File: src/rtl/rf_wb_arbiter.sv
// rf_wb_arbiter: two-requester register-file writeback arbiter.
//   Requester 0 is the ALU writeback, requester 1 the multi-cycle unit.
//   Ties in IDLE are broken round-robin against last_grant.
//   A beat with lock set holds the grant for that requester until a
//   beat without lock, or until LOCK_MAX stall cycles force a release.
// Ports:
//   clk, rst                        clock, async active-high reset
//   reqN_valid/addr/data/lock       write request from requester N
//   reqN_ready                      combinational grant (accept = valid & ready)
//   wr_en/wr_sel/wr_addr/wr_data    registered register-file write port
//   lock_err                        one-cycle pulse on a forced lock release
module rf_wb_arbiter #(
  parameter int DATA_W   = 32,
  parameter int ADDR_W   = 5,
  parameter int LOCK_MAX = 15
) (
  input  logic              clk,
  input  logic              rst,
  input  logic              req0_valid,
  input  logic [ADDR_W-1:0] req0_addr,
  input  logic [DATA_W-1:0] req0_data,
  input  logic              req0_lock,
  output logic              req0_ready,
  input  logic              req1_valid,
  input  logic [ADDR_W-1:0] req1_addr,
  input  logic [DATA_W-1:0] req1_data,
  input  logic              req1_lock,
  output logic              req1_ready,
  output logic              wr_en,
  output logic              wr_sel,
  output logic [ADDR_W-1:0] wr_addr,
  output logic [DATA_W-1:0] wr_data,
  output logic              lock_err
);

  localparam int CNT_W = (LOCK_MAX < 1) ? 1 : $clog2(LOCK_MAX + 1);
  localparam logic [CNT_W-1:0] CNT_MAX = CNT_W'(LOCK_MAX);

  typedef enum logic [1:0] {IDLE, LOCK0, LOCK1} state_t;

  state_t            state, state_nxt;
  logic              last_grant, last_grant_nxt;
  logic [CNT_W-1:0]  stall_cnt, stall_cnt_nxt;
  logic              gnt0, gnt1, acc, acc_idx, lock_req, force_rel;
  logic [ADDR_W-1:0] sel_addr;
  logic [DATA_W-1:0] sel_data;

  always_comb begin
    gnt0           = 1'b0;
    gnt1           = 1'b0;
    state_nxt      = state;
    last_grant_nxt = last_grant;
    stall_cnt_nxt  = stall_cnt;
    force_rel      = 1'b0;

    case (state)
      IDLE: begin
        if (req0_valid && req1_valid) begin
          // Round-robin: the side that did not win last time goes now.
          gnt0 = last_grant;
          gnt1 = ~last_grant;
        end else begin
          gnt0 = req0_valid;
          gnt1 = req1_valid;
        end
      end
      // Locked: the other side stays blocked even while the owner idles.
      LOCK0:   gnt0 = req0_valid;
      LOCK1:   gnt1 = req1_valid;
      default: state_nxt = IDLE;
    endcase

    acc      = gnt0 | gnt1;
    acc_idx  = gnt1;
    lock_req = gnt1 ? req1_lock : req0_lock;

    if (acc) begin
      last_grant_nxt = acc_idx;
      stall_cnt_nxt  = '0;
      if (lock_req) state_nxt = acc_idx ? LOCK1 : LOCK0;
      else          state_nxt = IDLE;
    end else if (state == LOCK0 || state == LOCK1) begin
      if (stall_cnt == CNT_MAX) begin
        // Owner stalled too long: drop the lock and flag it.
        force_rel      = 1'b1;
        state_nxt      = IDLE;
        stall_cnt_nxt  = '0;
        last_grant_nxt = (state == LOCK1);
      end else begin
        stall_cnt_nxt = stall_cnt + CNT_W'(1);
      end
    end
  end

  assign sel_addr   = acc_idx ? req1_addr : req0_addr;
  assign sel_data   = acc_idx ? req1_data : req0_data;
  assign req0_ready = gnt0 & ~rst;
  assign req1_ready = gnt1 & ~rst;
  assign lock_err   = force_rel & ~rst;

  always_ff @(posedge clk or posedge rst) begin
    if (rst) begin
      state      <= IDLE;
      last_grant <= 1'b1;
      stall_cnt  <= '0;
      wr_en      <= 1'b0;
      wr_sel     <= 1'b0;
      wr_addr    <= '0;
      wr_data    <= '0;
    end else begin
      state      <= state_nxt;
      last_grant <= last_grant_nxt;
      stall_cnt  <= stall_cnt_nxt;
      if (acc) begin
        // Writes to register 0 are consumed but never reach the file.
        wr_en   <= (sel_addr != '0);
        wr_sel  <= acc_idx;
        wr_addr <= sel_addr;
        wr_data <= sel_data;
      end else begin
        wr_en <= 1'b0;
      end
    end
  end

endmodule

File: config.mk
export PLATFORM = sky130hd
export DESIGN_NAME = rf_wb_arbiter
export DESIGN_NICKNAME = d
export VERILOG_FILES = /design/src/rtl/rf_wb_arbiter.sv
export SDC_FILE = /design/constraint.sdc
export NUM_CORES = 1
export LEC_CHECK = 0
export CAP_MARGIN = 20
export CORE_MARGIN = 2
export CORE_UTILIZATION = 39
export CTS_CLUSTER_SIZE = 25
export DETAILED_ROUTE_END_ITERATION = 8
export MAX_ROUTING_LAYER = met4
export PLACE_DENSITY = 0.8
export SETUP_SLACK_MARGIN = 0.02
export SYNTH_ARGS = -nofsm -noshare
export SYNTH_HDL_FRONTEND = slang
export SYNTH_SLANG_ARGS = --single-unit
File: constraint.sdc
create_clock -name clk -period 2.2 [get_ports clk]
set_clock_uncertainty 0.1 [all_clocks]
set_input_delay 0.66 -clock clk [delete_from_list [all_inputs] [get_ports clk]]
set_output_delay 0.66 -clock clk [all_outputs]
set_load 0.01 [all_outputs]
==> results of run 1 <==
[worst min-delay path: cells and delay by family (launching register included)]
kind | cells | cell delay (ns)
AND/OR/NAND/NOR | 2 | 0.11
flip-flops | 1 | 0.36
[sequential cells by signal, summed over array words and instances (netlist names)]
register / cells
stall_cnt: 4
wr_sel: 1
wr_addr: 5
wr_en: 1
wr_data: 32
last_grant: 1
state: 2
[kinds of logic after synthesis]
| group | Yosys count | synth area share [%] |
|---|---|---|
| buf+inv | 20 | 5.89 |
| xor+xnor | 1 | 0.389 |
| fa+ha+maj | 5 | 2.78 |
| mux | 2 | 0.889 |
| compound gates | 89 | 21.6 |
| simple gates | 96 | 17.3 |
| flops | 46 | 51.2 |
[worst min-delay path by stage]
stage,from,to,slack (ns),depth (start not counted)
final,wr_sel,wr_sel,0.40,2
after global routing,wr_sel,wr_sel,0.42,2
after CTS,wr_sel,wr_sel,0.39,2
after detailed placement,wr_sel,wr_sel,0.37,2
after global placement,wr_sel,wr_sel,0.36,2
after floorplan,wr_sel,wr_sel,0.41,2
[layout make-up]
| cell class | instances | area, sq um |
|---|---|---|
| Fill cell | 466 | 1700 |
| Timing Repair Buffer | 148 | 1460 |
| Sequential cell | 46 | 1150 |
| Multi-Input combinational cell | 193 | 1020 |
| Tap cell | 72 | 90.1 |
| Clock buffer | 7 | 76.3 |
| Clock inverter | 1 | 30.0 |
| Inverter | 4 | 15.0 |
[placed cells by master (no fill, tap or decap), types with 2 or more instances in the layout]
cell                              netlist  final
sky130_fd_sc_hd__clkdlybuf4s50_1        0    116
sky130_fd_sc_hd__a21oi_1               77     77
sky130_fd_sc_hd__dfrtp_1               45     45
sky130_fd_sc_hd__nand2_1               44     43
sky130_fd_sc_hd__nor2_1                43     41
sky130_fd_sc_hd__buf_4                  5     19
sky130_fd_sc_hd__clkbuf_8               0      5
sky130_fd_sc_hd__buf_2                  7      4
sky130_fd_sc_hd__buf_6                  4      4
sky130_fd_sc_hd__buf_12                 0      4
sky130_fd_sc_hd__o21ai_0                4      3
sky130_fd_sc_hd__inv_2                  0      3
sky130_fd_sc_hd__ha_1                   5      3
sky130_fd_sc_hd__nand3_1                2      2
sky130_fd_sc_hd__nor3_2                 0      2
sky130_fd_sc_hd__mux2i_1                2      2
sky130_fd_sc_hd__nor2_2                 0      2
sky130_fd_sc_hd__or4_1                  2      2
sky130_fd_sc_hd__clkbuf_1               0      2
[power by group]
part | internal (W) | total (W) | leakage, nW | switching [W]
combinational | 0.00179 | 0.00339 | 1.01 | 0.00160
clock | 0.000340 | 0.000607 | 0.0524 | 0.000267
sequential | 0.00129 | 0.00150 | 0.541 | 0.000217
[per-layer routing]
| layer | wire length, um | GRT usage (%) |
|---|---|---|
| met3 | 476 | 6.33 |
| met5 | 0 | - |
| met1 | 2590 | 22.5 |
| met2 | 3430 | 39.8 |
| met4 | 69 | 4.75 |
[through the flow]
| stage | util (%) | area [sq um] | instances | hold slack (ns) |
|---|---|---|---|---|
| 2_1_floorplan | - | 2260 | 259 | 0.408 |
| 3_3_place_gp | 66.0 | 3660 | 457 | 0.363 |
| 3_5_place_dp | 66.0 | 3660 | 457 | 0.369 |
| 4_1_cts | 69.4 | 3840 | 473 | 0.389 |
| 5_1_grt | 69.3 | 3840 | 471 | 0.419 |
| 6_report | 69.3 | 3840 | 471 | 0.397 |
[repair_timing]
action,4_1_cts,5_1_grt
pin swaps,7,4
setup endpoints to repair,3,8
resized for setup,29,4
setup buffers,8,1
==> impl_metrics.toml, run 1 <==
[outcome]
status = "finished, violations left"
violations_in_the_final_reports = "setup timing"

[sta]
min_period_ns = 2.33
slew_violations = 0
postLayoutSetupSlackWorst_ns = -0.128
timing.fmax_mhz = 430
unrepaired_setup_endpoints_after_global_routing = "yes"
totalNegativeSetupSlack_ns = -0.327
final_hold_viol_count = 0
layout_worst_path_cycle_share_pct = 106
worst-slew-pin-transition_ns = 0.242
number_of_endpoints_failing_setup_at_the_final_stage = 3
relSlewSlack_pct = 83.9

[yosys]
post_synth_inst_count = 259
yosysMostFrequentCell = "sky130_fd_sc_hd__a21oi_1"
yosys.cell_types.count = 27
synthTopCellsByArea = "sky130_fd_sc_hd__dfrtp_1, sky130_fd_sc_hd__a21oi_1, sky130_fd_sc_hd__nand2_1"
ys_top_cells_by_count = "sky130_fd_sc_hd__a21oi_1, sky130_fd_sc_hd__dfrtp_1, sky130_fd_sc_hd__nand2_1"
synth.net_count = 344
synth.avg_cell_area_sq_um = 8.70
asyncSetResetFlopFracSynth_pct = 100
sequential_element_share_of_the_synthesized_area_pct = 51.2
ys_dominant_reg_cell = "sky130_fd_sc_hd__dfrtp_1"
synth_enable_flop_cells = 0
yosysTopAreaCellShare_pct = 50.0
yosys.area.top_type = "sky130_fd_sc_hd__dfrtp_1"
number_of_warnings_printed_during_yosys_synthesis = 0
postSynthRegisterBits = 46
synthesis.area_sq_um = 2250

[clock_network]
ctsHtreeMaxLevel = 2
clkTransAtPathRegs_ns = 0.08
clock_latency_ns = 0.28
total_cts_buffers = 5
cts_sinks = 46
cts_root_buf = "sky130_fd_sc_hd__clkbuf_8"
cts_tree = "done"
max-clock-path-buffers = 2
hold_buffers = 0

[setup_path]
worst_setup_path_startpoint = "req1_valid"
cp-start-kind = "input port"
worstSetupPathDepth = 6
cp_slowest_cell = "sky130_fd_sc_hd__dlygate4sd2_1"
worst-r2r-setup-slack_ns = 0.16
timing.critical_path.to_type = "output port"
max_stage_delay_ns = 0.26
worstPathRequired_ns = 1.44
critical_path.reg2reg.startpoint = "state[0]"
crit_arrival_ns = 1.57
worstReg2RegEnd = "stall_cnt[3]"
worst-setup-path-type = "input port to output port"
setup.worst_path.end = "lock_err"
path_cells = "dlygate4sd2_1 -> nand2b_4 -> a31oi_4 -> nand2_2 -> nor3_2 -> buf_2"
timing.critical_path.max_delay_family = "buffers and inverters"
rr_worst_depth = 12
path_buf_inv = 2
path_max_fanout = 3

[job]
timing.max_cap.violations = 0

[final_layout]
nNetsFinal = 483
layout-drive-gt1-share_pct = 13.8
area_growth_pct = 70.5
num_antenna_cells = 0

[drt]
final_antenna_net_count = 0
detail_route.wl_per_cell_um = 13.9
detail_route.wirelength_um = 6560
first_iter_violations = 84
detail_route.drc_violations = 0
post_drt_via_cell_ratio = 5.03
vias = 2369
first_pass_iters = 4

[die]
num_io_pins = 122
std_cell_rows = 27
core_box_area_sq_um = 5540
die_h_um = 80.0
floorplan.initialDensity_pct = 40.7
die_area_sq_um = 6400
dieWidth_um = 80.0

[grt]
grt-ovfl-total = 0
grt_antenna_before_repair = 0
gr-usage-all-layers_pct = 21.5
maximum_number_of_pins_on_one_net_before_global_route_repair = 44
grt_pass1_wl_um = 10600
grt_pass1_vias = 2442

[power]
power.static_leakage_nw = 1.61
cellPowerDensity_nw_per_um2 = 1430
total_power_w = 0.00550
vdd_ir_drop_max_v = 0.000779

[placement]
gp_congestion = 0.856
port-buffer-count = 121
dpl.hpwl_um = 4700
dp_slack_ns = -0.941

[min_path]
hp-class = "flip-flop to flip-flop"
Power figures use the tool's default switching activity.
==> run 2: changes to the inputs <==
Settings changed: REMOVE_ABC_BUFFERS from default to 1, SETUP_SLACK_MARGIN 0.02 to default.
==> run 2 against run 1 <==
- critical path depth up 1
- the flow still finishes with violations (setup timing)
- final cell count grew 1.7%
- register-to-register slack hardly changed
- highest routed layer unchanged
- setup slack got worse by 0.045 ns
- fmax shrank 1.9%
==> impl_metrics.toml, run 2 (synthesis results as in run 1) <==
[final_layout]
filler_cell_count = 447
num_antenna_cells = 0
mostFrequentLayoutCells = "sky130_fd_sc_hd__clkdlybuf4s50_1, sky130_fd_sc_hd__a21oi_1, sky130_fd_sc_hd__dfrtp_1"
nNetsFinal = 491
largest_reg_flops = 32
largest_register = "wr_data"
layout_top_registers = "wr_data (32), wr_addr (5), stall_cnt (4)"
layout-drive-gt1-share_pct = 15.2
area_growth_pct = 73.6
mostFrequentLayoutCell = "sky130_fd_sc_hd__clkdlybuf4s50_1"

[grt]
maximum_number_of_pins_on_one_net_before_global_route_repair = 37
grt_pass1_wl_um = 10600
grt-ovfl-total = 0
grt_pass1_vias = 2376
gr-usage-all-layers_pct = 21.9
grt_antenna_before_repair = 0

[sta]
layout_worst_path_cycle_share_pct = 108
unrepaired_setup_endpoints_after_global_routing = "yes"
slew_violations = 0
number_of_endpoints_failing_setup_at_the_final_stage = 3
min_period_ns = 2.37
final_hold_viol_count = 0
postLayoutSetupSlackWorst_ns = -0.173
worst-slew-pin-transition_ns = 0.265
relSlewSlack_pct = 82.2
timing.fmax_mhz = 421

[outcome]
violations_in_the_final_reports = "setup timing"
status = "finished, violations left"

[setup_path]
max_stage_delay_ns = 0.37
worstPathRequired_ns = 1.44
setup.worst_path.end = "lock_err"
path_cells = "inv_2 -> ha_2 -> and2_4 -> a31oi_4 -> nand2_2 -> nor3_2 -> buf_2"
critical_path.reg2reg.startpoint = "state[1]"
worst-setup-path-type = "flip-flop to output port"
crit_arrival_ns = 1.61
rr_worst_depth = 10
worstReg2RegEnd = "wr_data[24]"
timing.critical_path.to_type = "output port"
cp-start-kind = "flip-flop"
cp_slowest_cell = "sky130_fd_sc_hd__dfrtp_1"
worst-r2r-setup-slack_ns = 0.17
worst_setup_path_startpoint = "state[1]"
path_max_fanout = 3

[drt]
final_antenna_net_count = 0
detail_route.wl_per_cell_um = 14.4
post_drt_via_cell_ratio = 4.97
detail_route.wirelength_um = 6910
first_iter_violations = 90
detail_route.drc_violations = 0
first_pass_iters = 4
vias = 2383

[min_path]
hp-class = "flip-flop to flip-flop"

[clock_network]
ctsHtreeMaxLevel = 2
cts_root_buf = "sky130_fd_sc_hd__clkbuf_8"
hold_buffers = 0
cts_sinks = 46
total_cts_buffers = 5
clkTransAtPathRegs_ns = 0.09
cts_tree = "done"
clock_latency_ns = 0.30
max-clock-path-buffers = 2

[die]
die_h_um = 80.0
std_cell_rows = 27
die_area_sq_um = 6400
num_io_pins = 122
dieWidth_um = 80.0
core_box_area_sq_um = 5540
floorplan.initialDensity_pct = 40.7

[power]
vdd_ir_drop_max_v = 0.00108
cellPowerDensity_nw_per_um2 = 1430
total_power_w = 0.00559
power.static_leakage_nw = 1.66

[placement]
dp_slack_ns = -0.910
dpl.hpwl_um = 4930
port-buffer-count = 121
gp_congestion = 0.844

[job]
timing.max_cap.violations = 0
run 2: cell type report:
type,count,area (sq um),area share [%]
clock inverters,2,13.8,0.352
multi-input cells,193,1010,25.8
flip-flops and latches,46,1150,29.5
well taps,72,90.1,2.30
repair buffers,156,1560,39.8
clock buffers,6,72.6,1.86
inverters,4,15.0,0.384
run 2: stage by stage:
stage | utilization (%) | std cells | hold slack, ns | TNS (ns) | instance area, sq um
final | 70.6 | 479 | 0.391 | -0.410 | 3910
after global routing | 70.6 | 479 | 0.455 | -0.625 | 3910
after CTS | 70.0 | 475 | 0.392 | -0.447 | 3880
after detailed placement | 66.5 | 460 | 0.369 | -3.82 | 3690
after global placement | 66.5 | 460 | 0.360 | -2.53 | 3690
after floorplan | - | 243 | 0.415 | -1.55 | 2130
run 2: layer usage:
| metal | up-vias | global-route usage (%) | part of all wire (%) |
|---|---|---|---|
| li1 | 1167 | - | - |
| met4 | 0 | 6.10 | 0.71 |
| met3 | 7 | 6.56 | 7.1 |
| met2 | 91 | 39.2 | 51 |
| met5 | - | - | 0 |
| met1 | 1118 | 23.3 | 41 |
run 2: how the worst min path moves through the flow:
stage	end	from	slack, ns	cells after the start
after floorplan	wr_sel	wr_sel	0.42	2
after global placement	wr_sel	wr_sel	0.36	2
after detailed placement	wr_sel	wr_sel	0.37	2
after CTS	wr_sel	wr_sel	0.39	2
after global routing	wr_sel	wr_sel	0.46	2
final	wr_sel	wr_sel	0.39	2
run 2: critical path: cells and delay by family (launching register included):
kind	cells	cell delay (ns)
flip-flops	1	0.37
buffers and inverters	2	0.20
AND/OR/NAND/NOR	3	0.34
AO/OA/AOI/OAI	1	0.23
adder cells (fa/ha/maj)	1	0.18
run 2: what timing repair did:
item	in CTS	in global routing
pin swaps	3	1
resized for setup	30	1
gates cloned	1	0
endpoints found under the setup margin	3	3
buffers inserted	6	4
run 2: report_power, final:
part / switching, W / internal (W) / total, W / leakage [nW]
Combinational: 0.00163 / 0.00193 / 0.00356 / 1.07
Clock: 0.000294 / 0.000225 / 0.000519 / 0.0452
Sequential: 0.000222 / 0.00129 / 0.00151 / 0.541
Total: 0.00215 / 0.00344 / 0.00559 / 1.66
